[src/rtl/spi_slave_responder.sv]
// SPI mode-0 slave with single/quad lanes, oversampled in the pclk domain.
// Received words go to a valid/ready holding register; response words are loaded through a tx_valid/tx_ready strobe.
module spi_slave_responder #(
  parameter int unsigned NO_OF_SLAVES = 4,
  parameter int unsigned SLAVE_ID     = 0,
  parameter int unsigned DATA_WIDTH   = 32
) (
  input  logic                    pclk,
  input  logic                    areset,
  input  logic                    sclk,
  input  logic [NO_OF_SLAVES-1:0] cs,
  input  logic                    mosi0,
  input  logic                    mosi1,
  input  logic                    mosi2,
  input  logic                    mosi3,
  output logic                    miso0,
  output logic                    miso1,
  output logic                    miso2,
  output logic                    miso3,
  input  logic                    quad_en,
  input  logic [DATA_WIDTH-1:0]   tx_data,
  input  logic                    tx_valid,
  output logic                    tx_ready,
  output logic [DATA_WIDTH-1:0]   rx_data,
  output logic                    rx_valid,
  input  logic                    rx_ready,
  output logic                    busy,
  output logic                    underrun,
  output logic                    overrun,
  input  logic                    err_clr
);

  localparam int unsigned CW = $clog2(DATA_WIDTH) + 1;

  typedef enum logic {IDLE, ACTIVE} state_t;

  state_t                state, state_next;
  logic [1:0]            sclk_sync, cs_sync;
  logic                  sclk_d, cs_d;
  logic [3:0]            mosi_s1, mosi_s2;
  logic                  sclk_rise, sclk_fall, cs_fall, cs_rise;
  logic                  quad_mode;
  logic [CW-1:0]         count, count_sum, step;
  logic [DATA_WIDTH-1:0] tx_shift, load_word, rx_next;
  logic [DATA_WIDTH-2:0] rx_shift;
  logic [3:0]            miso_q;
  logic                  tx_load, word_done;
  logic                  cs_unused;

  assign cs_unused = ^cs;

  always_ff @(posedge pclk) begin
    if (areset) begin
      sclk_sync <= '0;
      cs_sync   <= '1;
      sclk_d    <= 1'b0;
      cs_d      <= 1'b1;
      mosi_s1   <= '0;
      mosi_s2   <= '0;
    end else begin
      sclk_sync <= {sclk_sync[0], sclk};
      cs_sync   <= {cs_sync[0], cs[SLAVE_ID]};
      sclk_d    <= sclk_sync[1];
      cs_d      <= cs_sync[1];
      mosi_s1   <= {mosi3, mosi2, mosi1, mosi0};
      mosi_s2   <= mosi_s1;
    end
  end

  assign sclk_rise = sclk_sync[1] & ~sclk_d;
  assign sclk_fall = ~sclk_sync[1] & sclk_d;
  assign cs_fall   = ~cs_sync[1] & cs_d;
  assign cs_rise   = cs_sync[1] & ~cs_d;

  always_ff @(posedge pclk) begin
    if (areset) state <= IDLE;
    else        state <= state_next;
  end

  always_comb begin
    state_next = state;
    tx_load    = 1'b0;
    word_done  = 1'b0;
    step       = quad_mode ? CW'(4) : CW'(1);
    count_sum  = count + step;
    load_word  = tx_valid ? tx_data : '1;
    rx_next    = quad_mode ? {rx_shift[DATA_WIDTH-5:0], mosi_s2}
                           : {rx_shift[DATA_WIDTH-2:0], mosi_s2[0]};
    case (state)
      IDLE: begin
        if (cs_fall) begin
          state_next = ACTIVE;
          tx_load    = 1'b1;
        end
      end
      ACTIVE: begin
        if (cs_rise) begin
          state_next = IDLE;
        end else if (sclk_rise && count_sum == CW'(DATA_WIDTH)) begin
          word_done = 1'b1;
          tx_load   = 1'b1;
        end
      end
      default: state_next = IDLE;
    endcase
    tx_ready = tx_load & ~areset;
  end

  // tx_shift always holds the bits still to be presented, MSB-aligned; a
  // completion reload is therefore presented unshifted on the following fall.
  always_ff @(posedge pclk) begin
    if (areset) begin
      count     <= '0;
      quad_mode <= 1'b0;
      tx_shift  <= '0;
      rx_shift  <= '0;
      rx_data   <= '0;
      rx_valid  <= 1'b0;
      underrun  <= 1'b0;
      overrun   <= 1'b0;
      miso_q    <= '0;
    end else begin
      if (err_clr) begin
        underrun <= 1'b0;
        overrun  <= 1'b0;
      end
      if (tx_load && !tx_valid) underrun <= 1'b1;
      if (rx_valid && rx_ready) rx_valid <= 1'b0;

      if (state == IDLE) begin
        count  <= '0;
        miso_q <= '0;
        if (cs_fall) begin
          quad_mode <= quad_en;
          if (quad_en) begin
            miso_q   <= load_word[DATA_WIDTH-1 -: 4];
            tx_shift <= load_word << 4;
          end else begin
            miso_q   <= {3'b000, load_word[DATA_WIDTH-1]};
            tx_shift <= load_word << 1;
          end
        end
      end else if (cs_rise) begin
        count  <= '0;
        miso_q <= '0;
      end else begin
        if (sclk_rise) begin
          rx_shift <= rx_next[DATA_WIDTH-2:0];
          count    <= word_done ? '0 : count_sum;
          if (word_done) begin
            tx_shift <= load_word;
            if (!rx_valid || rx_ready) begin
              rx_data  <= rx_next;
              rx_valid <= 1'b1;
            end else begin
              overrun <= 1'b1;
            end
          end
        end
        if (sclk_fall) begin
          miso_q   <= quad_mode ? tx_shift[DATA_WIDTH-1 -: 4] : {3'b000, tx_shift[DATA_WIDTH-1]};
          tx_shift <= quad_mode ? tx_shift << 4 : tx_shift << 1;
        end
      end
    end
  end

  assign {miso3, miso2, miso1, miso0} = miso_q;
  assign busy = (state == ACTIVE);

endmodule

[config.mk]
export PLATFORM = sky130hd
export DESIGN_NAME = spi_slave_responder
export DESIGN_NICKNAME = d
export VERILOG_FILES = /design/src/rtl/spi_slave_responder.sv
export SDC_FILE = /design/constraint.sdc
export NUM_CORES = 1
export LEC_CHECK = 0
export ABC_AREA = 1
export BUFFER_PORTS_ARGS = -buffer_cell sky130_fd_sc_hd__buf_2
export CELL_PAD_IN_SITES_DETAIL_PLACEMENT = 1
export CELL_PAD_IN_SITES_GLOBAL_PLACEMENT = 2
export CORE_UTILIZATION = 32
export DETAILED_ROUTE_END_ITERATION = 10
export GPL_TIMING_DRIVEN = 1
export HOLD_SLACK_MARGIN = 0.03
export MAX_ROUTING_LAYER = met4
export PLACE_DENSITY = 0.87
export SYNTH_ARGS = -nofsm -noshare
export SYNTH_HDL_FRONTEND = slang
export SYNTH_SLANG_ARGS = --single-unit
[constraint.sdc]
create_clock -name pclk -period 2.78 [get_ports pclk]
set_input_delay 0.278 -clock pclk [delete_from_list [all_inputs] [get_ports pclk]]
set_output_delay 0.278 -clock pclk [all_outputs]
set_load 0.02 [all_outputs]
==> metrics <==
Vias/cell=4.842; CTS Sinks=124; Sw Ratio=26.29%; R2R Path Start=quad_mode; H-tree depth=4; Bufs on Longest Clock Path=2; wire per inst=14.22 um; net switching power=0.001209 W; kind of critical path=flop to primary output; antenna violations before repair=0; post-placement setup slack=482.5 ps; antenna-violating nets left=0; VDD IR-drop max=0.3670 mV; leak pwr=3.316 nW; RSZ-0062 raised after global routing=false; Power Density=599.3 nW/um^2; buffer count from post-CTS setup fixing=0; synthesized cell area=6444 sq um; Horiz. Die Dim=143.9 um; Synth Area per Inst=6.643 sq um; setup_tns=0 ps; clk_skew=10.94 ps; WL final=18580 um; post-synth top area cell=dfxtp_1; clock network power share=48.6%; Layout area overhead=19.07%; Filler cells=2557; core area=19590 sq um; Final GP Congestion=0.8231; FF-to-FF setup slack=470 ps; CTS Root Cell=clkbuf_16; startpoint types=flop; Internal Power=0.003389 W; r2r endpoint=tx_shift[16]; CTS tree=yes; largest net degree at the start of global routing=62; starting DRC count in detailed routing=334; layout cells sized above 1=14.97%; Hold Path Class=input port to flop; sequential-to-total area share from yosys stat=38.52%; # rows=51; fin. max-slew vios=0; clock latency at the later pin of the worst-skew pair=420 ps; fin worst setup slack=202.4 ps; WHS Endpoint=mosi_s1[2]; I/O pin cnt=88; Initial Util=32.89%; Synth Area in Simple Gates=26.52%; Tightest Pin Transition=776.8 ps; final worst-path cycle share=92.72%; WP data required=2500 ps; max_cap viols=0; first-pass GRT wire length=30990 um; Hold Vio Cnt, Final=0; Port Buffers=84; compound-cell area share of the yosys netlist=18.82%; Yosys cell types=28; WHS Path Cells=3; Final nets=1079; max_slew headroom=48.21%; Yosys warning count=0; post_cts resized=0; HP Start=mosi2; die area=20710 sq um; Pre-antenna DRT Iters=5; main combinational cell family by area after synthesis=simple AND/OR/NAND/NOR gates; gr usage total=19.60%; mux contribution to synthesized area=3.883%; #FFs+latches synth=124; sequential power share=41.1%; Worst setup EP type=primary output; Highest Clock Rate=388.0 MHz; Vias=6329; Cells after Synth=970; reg2reg path depth=12; share of the synthesized area in the top cell type=38.52%; synth top area cells=dfxtp_1 39%, nand2_1 13%, a21oi_1 10%; vias in the first global route=6091; final antenna diode count=0; grt ovf=0; fin crit period=2578 ps; Final setup viols=0; hpwl dp=12450 um; quantity of hold-fixing buffers added after cts=0; utilization after layout=39.16%; critical path arrival=2300 ps; Comb pwr share=10.3%; adder-cell share of the synthesized area=0.5825%; outcome=complete, no violations; Synth Area in XOR/XNOR=0.1359%; # DRC=0; Num CTS Buffers=17; Die Y=143.9 um; crit-path max FO=6; post-synth net total=1020; Worst-path clk slew=60 ps
worst max path at each step:
stage              start           end  slack [ps]  cells past startpoint
4_1_cts        quad_mode      tx_ready         140                      9
3_3_place_gp   quad_mode  tx_shift[13]         530                     12
5_1_grt        quad_mode      tx_ready          10                     11
3_5_place_dp   quad_mode  tx_shift[16]         480                     12
2_1_floorplan  quad_mode      tx_ready         380                     13
6_report       quad_mode      tx_ready         200                      9
stage by stage:
step / instance area [sq um] / power (W) / hold slack [ps] / std cells
after floorplan: 6444 / 0.002250 / 381.8 / 970
after global placement: 7077 / 0.002393 / 392.0 / 1275
after detailed placement: 7077 / 0.002401 / 396.8 / 1275
after CTS: 7672 / 0.004654 / 49.55 / 1307
after global routing: 7672 / 0.004818 / 54.09 / 1307
final: 7672 / 0.004598 / 57.54 / 1307
Yosys cell counts:
| cell type | count |
|---|---|
| o211ai_1 | 1 |
| nor2_4 | 2 |
| nor2_1 | 148 |
| nand3b_1 | 2 |
| or2_2 | 2 |
| nand2_4 | 3 |
| nor2_2 | 3 |
| ha_1 | 3 |
| inv_2 | 5 |
| buf_4 | 10 |
| inv_1 | 105 |
| o21ai_0 | 28 |
| a31oi_1 | 4 |
| nand3_4 | 1 |
| nand3_1 | 40 |
| buf_6 | 3 |
| clkbuf_1 | 29 |
| o22ai_1 | 27 |
| nor3_1 | 1 |
| buf_1 | 6 |
| nand2_1 | 219 |
| nand2_2 | 1 |
| xnor2_1 | 1 |
| a21oi_1 | 129 |
| buf_2 | 18 |
| mux2i_1 | 25 |
| dfxtp_1 | 124 |
| a211oi_1 | 30 |
critical path: stages (launching register included):
cell and delay, ps:
dfxtp_2 350, inv_1 60, ha_1 210, ha_1 210
nand3_1 80, nand2_1 80, xnor2_1 290, nand3_4 180
a21oi_1 200, buf_2 210
power by group through the flow:
stage	registers (W)	logic, W	clock network, W
global route	0.00190	0.000539	0.00238
CTS	0.00189	0.000477	0.00229
global placement	0.00192	0.000469	0
detailed placement	0.00193	0.000474	0
finish	0.00189	0.000474	0.00223
floorplan	0.00191	0.000335	0
registers in the layout (all words and copies together), names as in the netlist:
name       count
mosi_s2        4
cs_sync        2
count          6
underrun       1
miso_q         4
sclk_sync      2
quad_mode      1
rx_valid       1
rx_data       32
overrun        1
busy           1
cs_d           1
tx_shift      32
mosi_s1        4
sclk_d         1
rx_shift      31
layer usage:
layer  global-route usage [%]  wire [um]  up-vias
met1                    26.49       9415     2959
met2                    29.75       8322      102
met4                    5.879        193        0
li1                         -          -     3254
met5                        -          0        -
met3                    3.266        652       14
cells in the final DEF (no fill, tap or decap), drive strengths merged, types with 2 or more instances in the layout:
master	instances
or2	2
a211oi	30
o22ai	27
a21oi	129
nor2	153
clkinvlp	4
nand3	41
clkinv	4
nand2	223
inv	112
o21ai	28
mux2i	25
nand3b	2
clkbuf	20
bufinv	2
dfxtp	124
buf	106
a31oi	4
ha	3
area by class of cell:
| type | count | area, sq um | share of cell area, % |
|---|---|---|---|
| sequential | 124 | 2484 | 32.37 |
| clock buffer | 20 | 456.7 | 5.952 |
| inverter | 110 | 412.9 | 5.382 |
| tap | 265 | 331.6 | 4.322 |
| timing repair buffer | 106 | 623.1 | 8.121 |
| multi-input combinational | 670 | 3226 | 42.04 |
| clock inverter | 12 | 138.9 | 1.810 |
kinds of logic (layout without fill, tap and decap cells):
family                     count (synthesis)  in the layout
buffers and inverters                    176            248
adders and majority gates                  3              3
muxes                                     25             25
and+or+nand+nor                          422            422
AOI/OAI and AO/OA                        219            219
DFF                                      124            124
xor gates and xnor gates                   1              1
Power figures use the tool's default switching activity.
